[src/rtl/bcd_ascii_pkg.sv]
// Shared types and constants for the BCD-to-ASCII byte serialiser.
// Holds the frame FSM encoding, the ASCII character codes and the hundreds-digit legalisation helper.
package bcd_ascii_pkg;

    typedef enum logic [2:0] {
        S_IDLE = 3'd0,
        S_HUND = 3'd1,
        S_TENS = 3'd2,
        S_ONES = 3'd3,
        S_CR   = 3'd4,
        S_LF   = 3'd5
    } state_t;

    localparam logic [7:0] ASCII_ZERO = 8'h30;
    localparam logic [7:0] ASCII_ERR  = 8'h3F;
    localparam logic [7:0] ASCII_CR   = 8'h0D;
    localparam logic [7:0] ASCII_LF   = 8'h0A;

    // Hundreds is a 2-bit field; value 3 is illegal, so widen it to a nibble
    // that the shared digit encoder maps to the error character.
    function automatic logic [3:0] hund_digit(input logic [1:0] h);
        return (h == 2'd3) ? 4'hF : {2'b00, h};
    endfunction

endpackage

[src/rtl/digit_to_ascii.sv]
// Purpose: maps one BCD digit to its ASCII character, non-decimal nibbles to '?'.
// Latency: purely combinational.
// Backpressure: none; the caller holds the digit stable while a byte is stalled.
module digit_to_ascii
    import bcd_ascii_pkg::*;
(
    input  logic [3:0] digit,
    output logic [7:0] ascii
);

    always_comb begin
        ascii = ASCII_ZERO + {4'b0000, digit};
        if (digit > 4'd9) begin
            ascii = ASCII_ERR;
        end
    end

endmodule

[src/rtl/bcd_ascii_tx.sv]
// Purpose: serialises a captured 3-digit BCD value as ASCII (plus optional CR/LF) onto a valid/ready byte stream.
// Latency: first byte valid 1 cycle after start; done pulses 1 cycle after the last handshake.
// Backpressure: tx_ready low stalls the current byte with tx_data/tx_valid held; BCD_ASCII_BLANK_EN suppresses leading zeros.
module bcd_ascii_tx
    import bcd_ascii_pkg::*;
#(
    parameter bit SEND_CR = 1'b1,
    parameter bit SEND_LF = 1'b1
) (
    input  logic       clk,
    input  logic       clr,
    input  logic [9:0] bcd_in,
    input  logic       start,
    output logic       busy,
    output logic [7:0] tx_data,
    output logic       tx_valid,
    input  logic       tx_ready,
    output logic       done
);

    state_t     state;
    state_t     state_nxt;
    logic [9:0] bcd_q;
    logic       done_q;
    logic       hs;
    logic [3:0] digit_sel;
    logic [7:0] digit_ascii;

    assign hs = tx_valid & tx_ready;

    always_ff @(posedge clk) begin
        if (clr) begin
            state  <= S_IDLE;
            bcd_q  <= '0;
            done_q <= 1'b0;
        end else begin
            state  <= state_nxt;
            if (state == S_IDLE && start) begin
                bcd_q <= bcd_in;
            end
            // Character states only fall back to IDLE on their final handshake.
            done_q <= (state != S_IDLE) && (state_nxt == S_IDLE);
        end
    end

    always_comb begin
        state_nxt = state;
        unique case (state)
            S_IDLE: begin
                if (start) begin
`ifdef BCD_ASCII_BLANK_EN
                    if (bcd_in[9:8] != 2'd0) begin
                        state_nxt = S_HUND;
                    end else if (bcd_in[7:4] != 4'd0) begin
                        state_nxt = S_TENS;
                    end else begin
                        state_nxt = S_ONES;
                    end
`else
                    state_nxt = S_HUND;
`endif
                end
            end
            S_HUND: if (hs) state_nxt = S_TENS;
            S_TENS: if (hs) state_nxt = S_ONES;
            S_ONES: begin
                if (hs) begin
                    if (SEND_CR) begin
                        state_nxt = S_CR;
                    end else if (SEND_LF) begin
                        state_nxt = S_LF;
                    end else begin
                        state_nxt = S_IDLE;
                    end
                end
            end
            S_CR: begin
                if (hs) begin
                    state_nxt = SEND_LF ? S_LF : S_IDLE;
                end
            end
            S_LF:    if (hs) state_nxt = S_IDLE;
            default: state_nxt = S_IDLE;
        endcase
    end

    always_comb begin
        digit_sel = bcd_q[3:0];
        unique case (state)
            S_HUND:  digit_sel = hund_digit(bcd_q[9:8]);
            S_TENS:  digit_sel = bcd_q[7:4];
            default: digit_sel = bcd_q[3:0];
        endcase
    end

    digit_to_ascii u_digit (
        .digit (digit_sel),
        .ascii (digit_ascii)
    );

    always_comb begin
        busy     = (state != S_IDLE);
        tx_valid = (state != S_IDLE);
        tx_data  = 8'h00;
        unique case (state)
            S_HUND, S_TENS, S_ONES: tx_data = digit_ascii;
            S_CR:                   tx_data = ASCII_CR;
            S_LF:                   tx_data = ASCII_LF;
            default:                tx_data = 8'h00;
        endcase
        done = done_q;
    end

endmodule

[config.mk]
export PLATFORM = sky130hd
export DESIGN_NAME = bcd_ascii_tx
export DESIGN_NICKNAME = d
export VERILOG_FILES = /design/src/rtl/bcd_ascii_pkg.sv /design/src/rtl/digit_to_ascii.sv /design/src/rtl/bcd_ascii_tx.sv
export SDC_FILE = /design/constraint.sdc
export NUM_CORES = 1
export LEC_CHECK = 0
export BUFFER_PORTS_ARGS = -buffer_cell sky130_fd_sc_hd__clkbuf_2
export CAP_MARGIN = 5
export CORE_MARGIN = 2
export CORE_UTILIZATION = 34
export DETAILED_ROUTE_END_ITERATION = 10
export SYNTH_ARGS = -nofsm -noshare
export SYNTH_HDL_FRONTEND = slang
export SYNTH_SLANG_ARGS = --single-unit
[constraint.sdc]
create_clock -name clk -period 2.5 [get_ports clk]
set_input_delay 0.5 -clock clk [delete_from_list [all_inputs] [get_ports clk]]
set_output_delay 0.5 -clock clk [all_outputs]
set_load 0.02 [all_outputs]
After elaboration in Yosys (flattened, before gate mapping)

Index checks and enable logic that the tools add are counted.

Logic and storage cells: 29
Bits of input ports: 14
Output and inout bits: 11
Register bits after elaboration: 14

Bitwise operators: 1
Multiplexer cells: 11
Magnitude comparators: 1
Reductions and logical operators: 6
Add/sub/neg operators: 1
Eq/ne operators: 6

Operator list:

| kind                  | count |
|---|---|
| $pmux W8 S3           | 1 |
| $mux W3               | 6 |
| $pmux W3 S6           | 1 |
| $mux W8               | 1 |
| $pmux W4 S2           | 1 |
| $add A6 B4 Y7 const A | 1 |
| $eq A3 B2 Y1 const B  | 2 |
| $eq A3 B3 Y1 const B  | 2 |
| $logic_not A3 Y1      | 2 |
| $gt A4 B4 Y1 const B  | 1 |
| $mux W4               | 1 |
| $eq A3 B1 Y1 const B  | 1 |
| $reduce_bool A3 Y1    | 1 |
| $reduce_or A3 Y1      | 1 |
| $eq A2 B2 Y1 const B  | 1 |
| $logic_and A1 B1 Y1   | 2 |
| $and A1 B1 Y1         | 1 |

Longest topological paths before layout

Word-level depth: 6
Mapped depth: 6
Mapped depth without buffers: 5

Cells and area by module

A second synthesis with hierarchy kept.

Cell total of the unflattened synthesis: 114
Area total of the unflattened synthesis: 854.6 um2

Modules (own cells, without submodules):

| module         | cells an instance | area an instance (um2) | instances |
|---|---|---|---|
| bcd_ascii_tx   | 103               | 787.0                  | 1 |
| digit_to_ascii | 11                | 67.6                   | 1 |

Worst setup path before layout

Ideal clock, no wire load.

Path kind: reg2out
Start: reg state[0]
End: out tx_data[0]
Arrival: 1.560 ns
Setup slack: 0.440 ns
Required time: 2.000 ns
Cell stages (with the launch flop): 7
Path through: dfxtp_1 > buf_2 > nand2b_1 > o22a_1 > o22ai_1 > and3_1 > o31ai_1

Word-level cells in the longest chain between the ends: 5
Elaborated cells on any way between the ends: 11

RTL lines:

| element                                              | line                                       | RTL |
|---|---|---|
| start: declaration                                   | bcd_ascii_tx.sv:21                         | `state_t state;` |
| start signal: assignment                             | bcd_ascii_tx.sv:37                         | `state <= state_nxt;` |
| $eq A3 B2 Y1 / $eq A3 B1 Y1 (equally long branches)  | bcd_ascii_tx.sv:89, bcd_ascii_tx.sv:105    |  |
| $pmux W4 S2                                          | bcd_ascii_tx.sv:89                         | `unique case (state)` |
| $add A6 B4 Y7 / $gt A4 B4 Y1 (equally long branches) | digit_to_ascii.sv:12, digit_to_ascii.sv:13 |  |
| $mux W8                                              | digit_to_ascii.sv:13                       | `if (digit > 4'd9) begin` |
| $pmux W8 S3 (*)                                      | bcd_ascii_tx.sv:105                        | `unique case (state)` |
| end: declaration                                     | bcd_ascii_tx.sv:15                         | `output logic [7:0] tx_data,` |

Every way passes the cells marked *; elsewhere a longest branch is shown, timed or not.

Final worst setup path

Start: reg state[1]
End: out tx_data[2]

Same word-level chain as after synthesis.

==> impl_metrics.py <==
metrics = {
    "status": {
        "run_status": "finished, final reports clean",
    },
    "synthesis": {
        "synth_edf_count": 0,
        "count_of_mapped_cells_out_of_synthesis": 116,
        "synth_seq_cells": 14,
        "synth_mux_area_share_pct": 2.655,
        "synth_xor_area_share_pct": 1.032,
        "async_reset_ff_share_pct": 0,
        "syn-cell-area_um2": 848.3,
        "area_fraction_in_compound_gates_after_synthesis_pct": 23.89,
        "synth.most_common_cell": "sky130_fd_sc_hd__nand2_1",
        "dominantRegCellSynth": "sky130_fd_sc_hd__dfxtp_1",
        "synth_top_family_by_area": "simple AND/OR/NAND/NOR gates",
        "synth_fa_ha_area_share_pct": 0,
        "synthesis.area_per_instance_um2": 7.313,
        "post_synth_simple_gate_area_pct": 28.47,
        "synthDominantCellAreaShare_pct": 33.04,
        "yosysUniqueCellTypes": 33,
        "netlist_top_cells_count": "26 x sky130_fd_sc_hd__nand2_1, 18 x sky130_fd_sc_hd__a21oi_1, 14 x sky130_fd_sc_hd__dfxtp_1",
        "synthDominantAreaCellType": "sky130_fd_sc_hd__dfxtp_1",
        "netlist_top_cells_area": "sky130_fd_sc_hd__dfxtp_1 33%, sky130_fd_sc_hd__nand2_1 12%, sky130_fd_sc_hd__a21oi_1 11%",
        "yosysSeqAreaShare_pct": 33.04,
        "synth.yosys.warnings": 0,
    },
    "route": {
        "initial_drc_count": 12,
        "drt-pass1-iter-count": 4,
        "routed_via_density": 4.951,
        "detailed_route_via_count": 807,
        "detail_route.drc_violations": 0,
        "route.final.wire_length_mm": 1.946,
        "detail_route.wl_per_cell_um": 11.94,
        "drt.antenna.violating_nets": 0,
    },
    "cts": {
        "cts-root-buf": "sky130_fd_sc_hd__clkbuf_4",
        "clock_tree.buffer_depth": 2,
        "clock_sinks": 14,
        "clk-insertion-delay-late_ns": 0.27,
        "clock_tree_from_tritoncts": "yes",
        "htreeDepth": 1,
        "ctsResizeCount": 2,
        "cts_made_buffers": 3,
        "cts_hold_buffers": 0,
        "post_cts_buffers": 0,
        "cts.reportedPaths.clkPinSlew_ns": 0.08,
    },
    "worst_hold_path": {
        "whs_path_depth": 3,
        "min-delay-path-class": "primary input to flip-flop",
        "start_point_of_the_worst_hold_path": "bcd_in[7]",
        "hold_end": "bcd_q[7]",
    },
    "worst_setup_path": {
        "timing.critical_path.arrival_ns": 1.83,
        "critPathSlowestCell": "sky130_fd_sc_hd__dfxtp_2",
        "r2r_slack_ns": 0.96,
        "critical_path.max_stage_delay_ns": 0.46,
        "worstPathMaxFanout": 14,
        "worstRegToRegCells": 5,
        "regToRegStartpoint": "state[1]",
        "timing_worst_setup_path_type": "flip-flop to output pin",
        "cell_by_cell_trace_of_the_critical_path": "and2b_1 -> a21oi_1 -> o21a_1 -> a221o_1 -> nor3_2 -> clkbuf_2",
        "startpoint_type": "flip-flop",
        "critical-path-top-delay-family": "compound AO/OA/AOI/OAI gates",
        "worstSetupEndpointType": "output pin",
        "critical_path_buf_inv_count": 1,
        "end_of_the_worst_register_to_register_path": "bcd_q[2]",
        "worstPathRequired_ns": 2.00,
    },
    "cells_and_area": {
        "finalNonFillerCells": 163,
        "layout-area-overhead-vs-synth_pct": 15.78,
        "final_layout_size_suffix_gt1_share_pct": 25.56,
        "n_fill_cell": 271,
        "fin_nets": 148,
        "diodes": 0,
    },
    "sta": {
        "clock-skew-final_ns": 0.002771,
        "fin_tns_setup_ns": 0,
        "finalCritPeriodShare_pct": 93.28,
        "rsz_0062_raised_after_global_routing": "no",
        "drv_slew": 0,
        "hold_slack_ns": 0.4397,
        "setup_violations": 0,
        "achievable-frequency_mhz": 428.8,
        "hold_viol_final": 0,
        "timing.final.crit_period_ns": 2.332,
        "worst_slack_ns": 0.1680,
    },
    "place": {
        "finalWeightedCongestion": 0.8118,
        "numPlacedInstances": 159,
        "dpl_ws_ns": 0.1882,
        "buffer_ports.inserted": 22,
        "place_hpwl_mm": 1.477,
    },
    "grt": {
        "grt_start_max_net_pins": 20,
        "grt_first_pass_wirelength_mm": 3.229,
        "via_count_of_the_first_global_routing_pass": 739,
        "globalRoute.totalOverflow": 0,
        "number_of_antenna_violations_at_the_first_check_in_global_routing": 0,
        "grt_usage_pct": 15.51,
    },
    "pwr": {
        "p_per_area_nw_per_um2": 581.7,
        "vdd_ir_drop_max_mv": 0.2406,
        "total_leakage_power_uw": 0.0004391,
        "post-layout-total-power_uw": 571.4,
    },
    "floorplan": {
        "die_area_um2": 2911,
        "core_area_um2": 2410,
        "placement_rows": 18,
        "floorplan.io_pins": 25,
        "initial_core_util_pct": 35.20,
        "fp.dieW_um": 53.95,
        "dieHeight_um": 53.95,
    },
    "run": {
        "max_cap_viol_count": 0,
    },
}
==> flip-flops by register name (all words and copies together), names as in the netlist <==
name,cells
bcd_q,10
state,3
done,1
==> routing by layer <==
metal	part of all wire [%]	track usage [%]
met5	0	0
met4	0.72	6.410
met3	3.7	2.500
met2	49	24.80
met1	46	20.58
==> per-stage QoR <==
stage | utilization, % | instance area (um2)
final | 40.76 | 982.2
after global routing | 40.76 | 982.2
after CTS | 40.65 | 979.7
after floorplan | - | 852.1
after global placement | 39.04 | 940.9
after detailed placement | 39.04 | 940.9
==> layout make-up <==
type	count	area [um2]	share of cell area, %
Inverter	4	15.01	1.529
Sequential cell	14	285.3	29.04
Tap cell	30	37.54	3.822
Multi-Input combinational cell	87	483.0	49.17
Timing Repair Buffer	24	125.1	12.74
Clock buffer	4	36.28	3.694
==> worst max-delay path by stage <==
stage / to / startpoint / cells after the start
floorplan: tx_data[0] / state[0] / 6
global placement: tx_data[2] / state[0] / 6
detailed placement: tx_data[0] / state[0] / 6
CTS: tx_data[0] / state[0] / 6
global route: tx_data[2] / state[1] / 6
finish: tx_data[2] / state[1] / 6
==> power breakdown <==
part           internal (uW)  total [uW]  switching (uW)
clock network           88.4         156            67.9
logic                   61.7         156            94.3
registers                239         259            20.5
==> cell usage in the layout, fill, tap and decap left out, types with 2 or more instances in the layout <==
cell	instances
sky130_fd_sc_hd__buf_4	2
sky130_fd_sc_hd__clkbuf_4	3
sky130_fd_sc_hd__clkbuf_2	22
sky130_fd_sc_hd__nand2b_1	2
sky130_fd_sc_hd__and3_1	3
sky130_fd_sc_hd__dfxtp_1	12
sky130_fd_sc_hd__inv_1	4
sky130_fd_sc_hd__and2_1	2
sky130_fd_sc_hd__o22ai_1	2
sky130_fd_sc_hd__o21ai_0	4
sky130_fd_sc_hd__nand2_1	26
sky130_fd_sc_hd__nor3_2	2
sky130_fd_sc_hd__nor3_1	3
sky130_fd_sc_hd__nor2b_1	2
sky130_fd_sc_hd__conb_1	2
sky130_fd_sc_hd__nor2_1	6
sky130_fd_sc_hd__a21oi_1	18
==> kinds of logic (layout without fill, tap and decap cells) <==
| family | count (synthesis) | after routing |
|---|---|---|
| simple gates | 50 | 50 |
| buf+inv | 16 | 32 |
| xor+xnor | 1 | 1 |
| compound gates | 33 | 33 |
| mux | 1 | 1 |
| other cells | 1 | 2 |
| flops | 14 | 14 |
==> tightest hold or removal path: stages <==
cell and delay (ns):
sky130_fd_sc_hd__clkbuf_2 0.08, sky130_fd_sc_hd__nand2_1 0.04, sky130_fd_sc_hd__a21oi_1 0.05
Power figures use the tool's default switching activity.
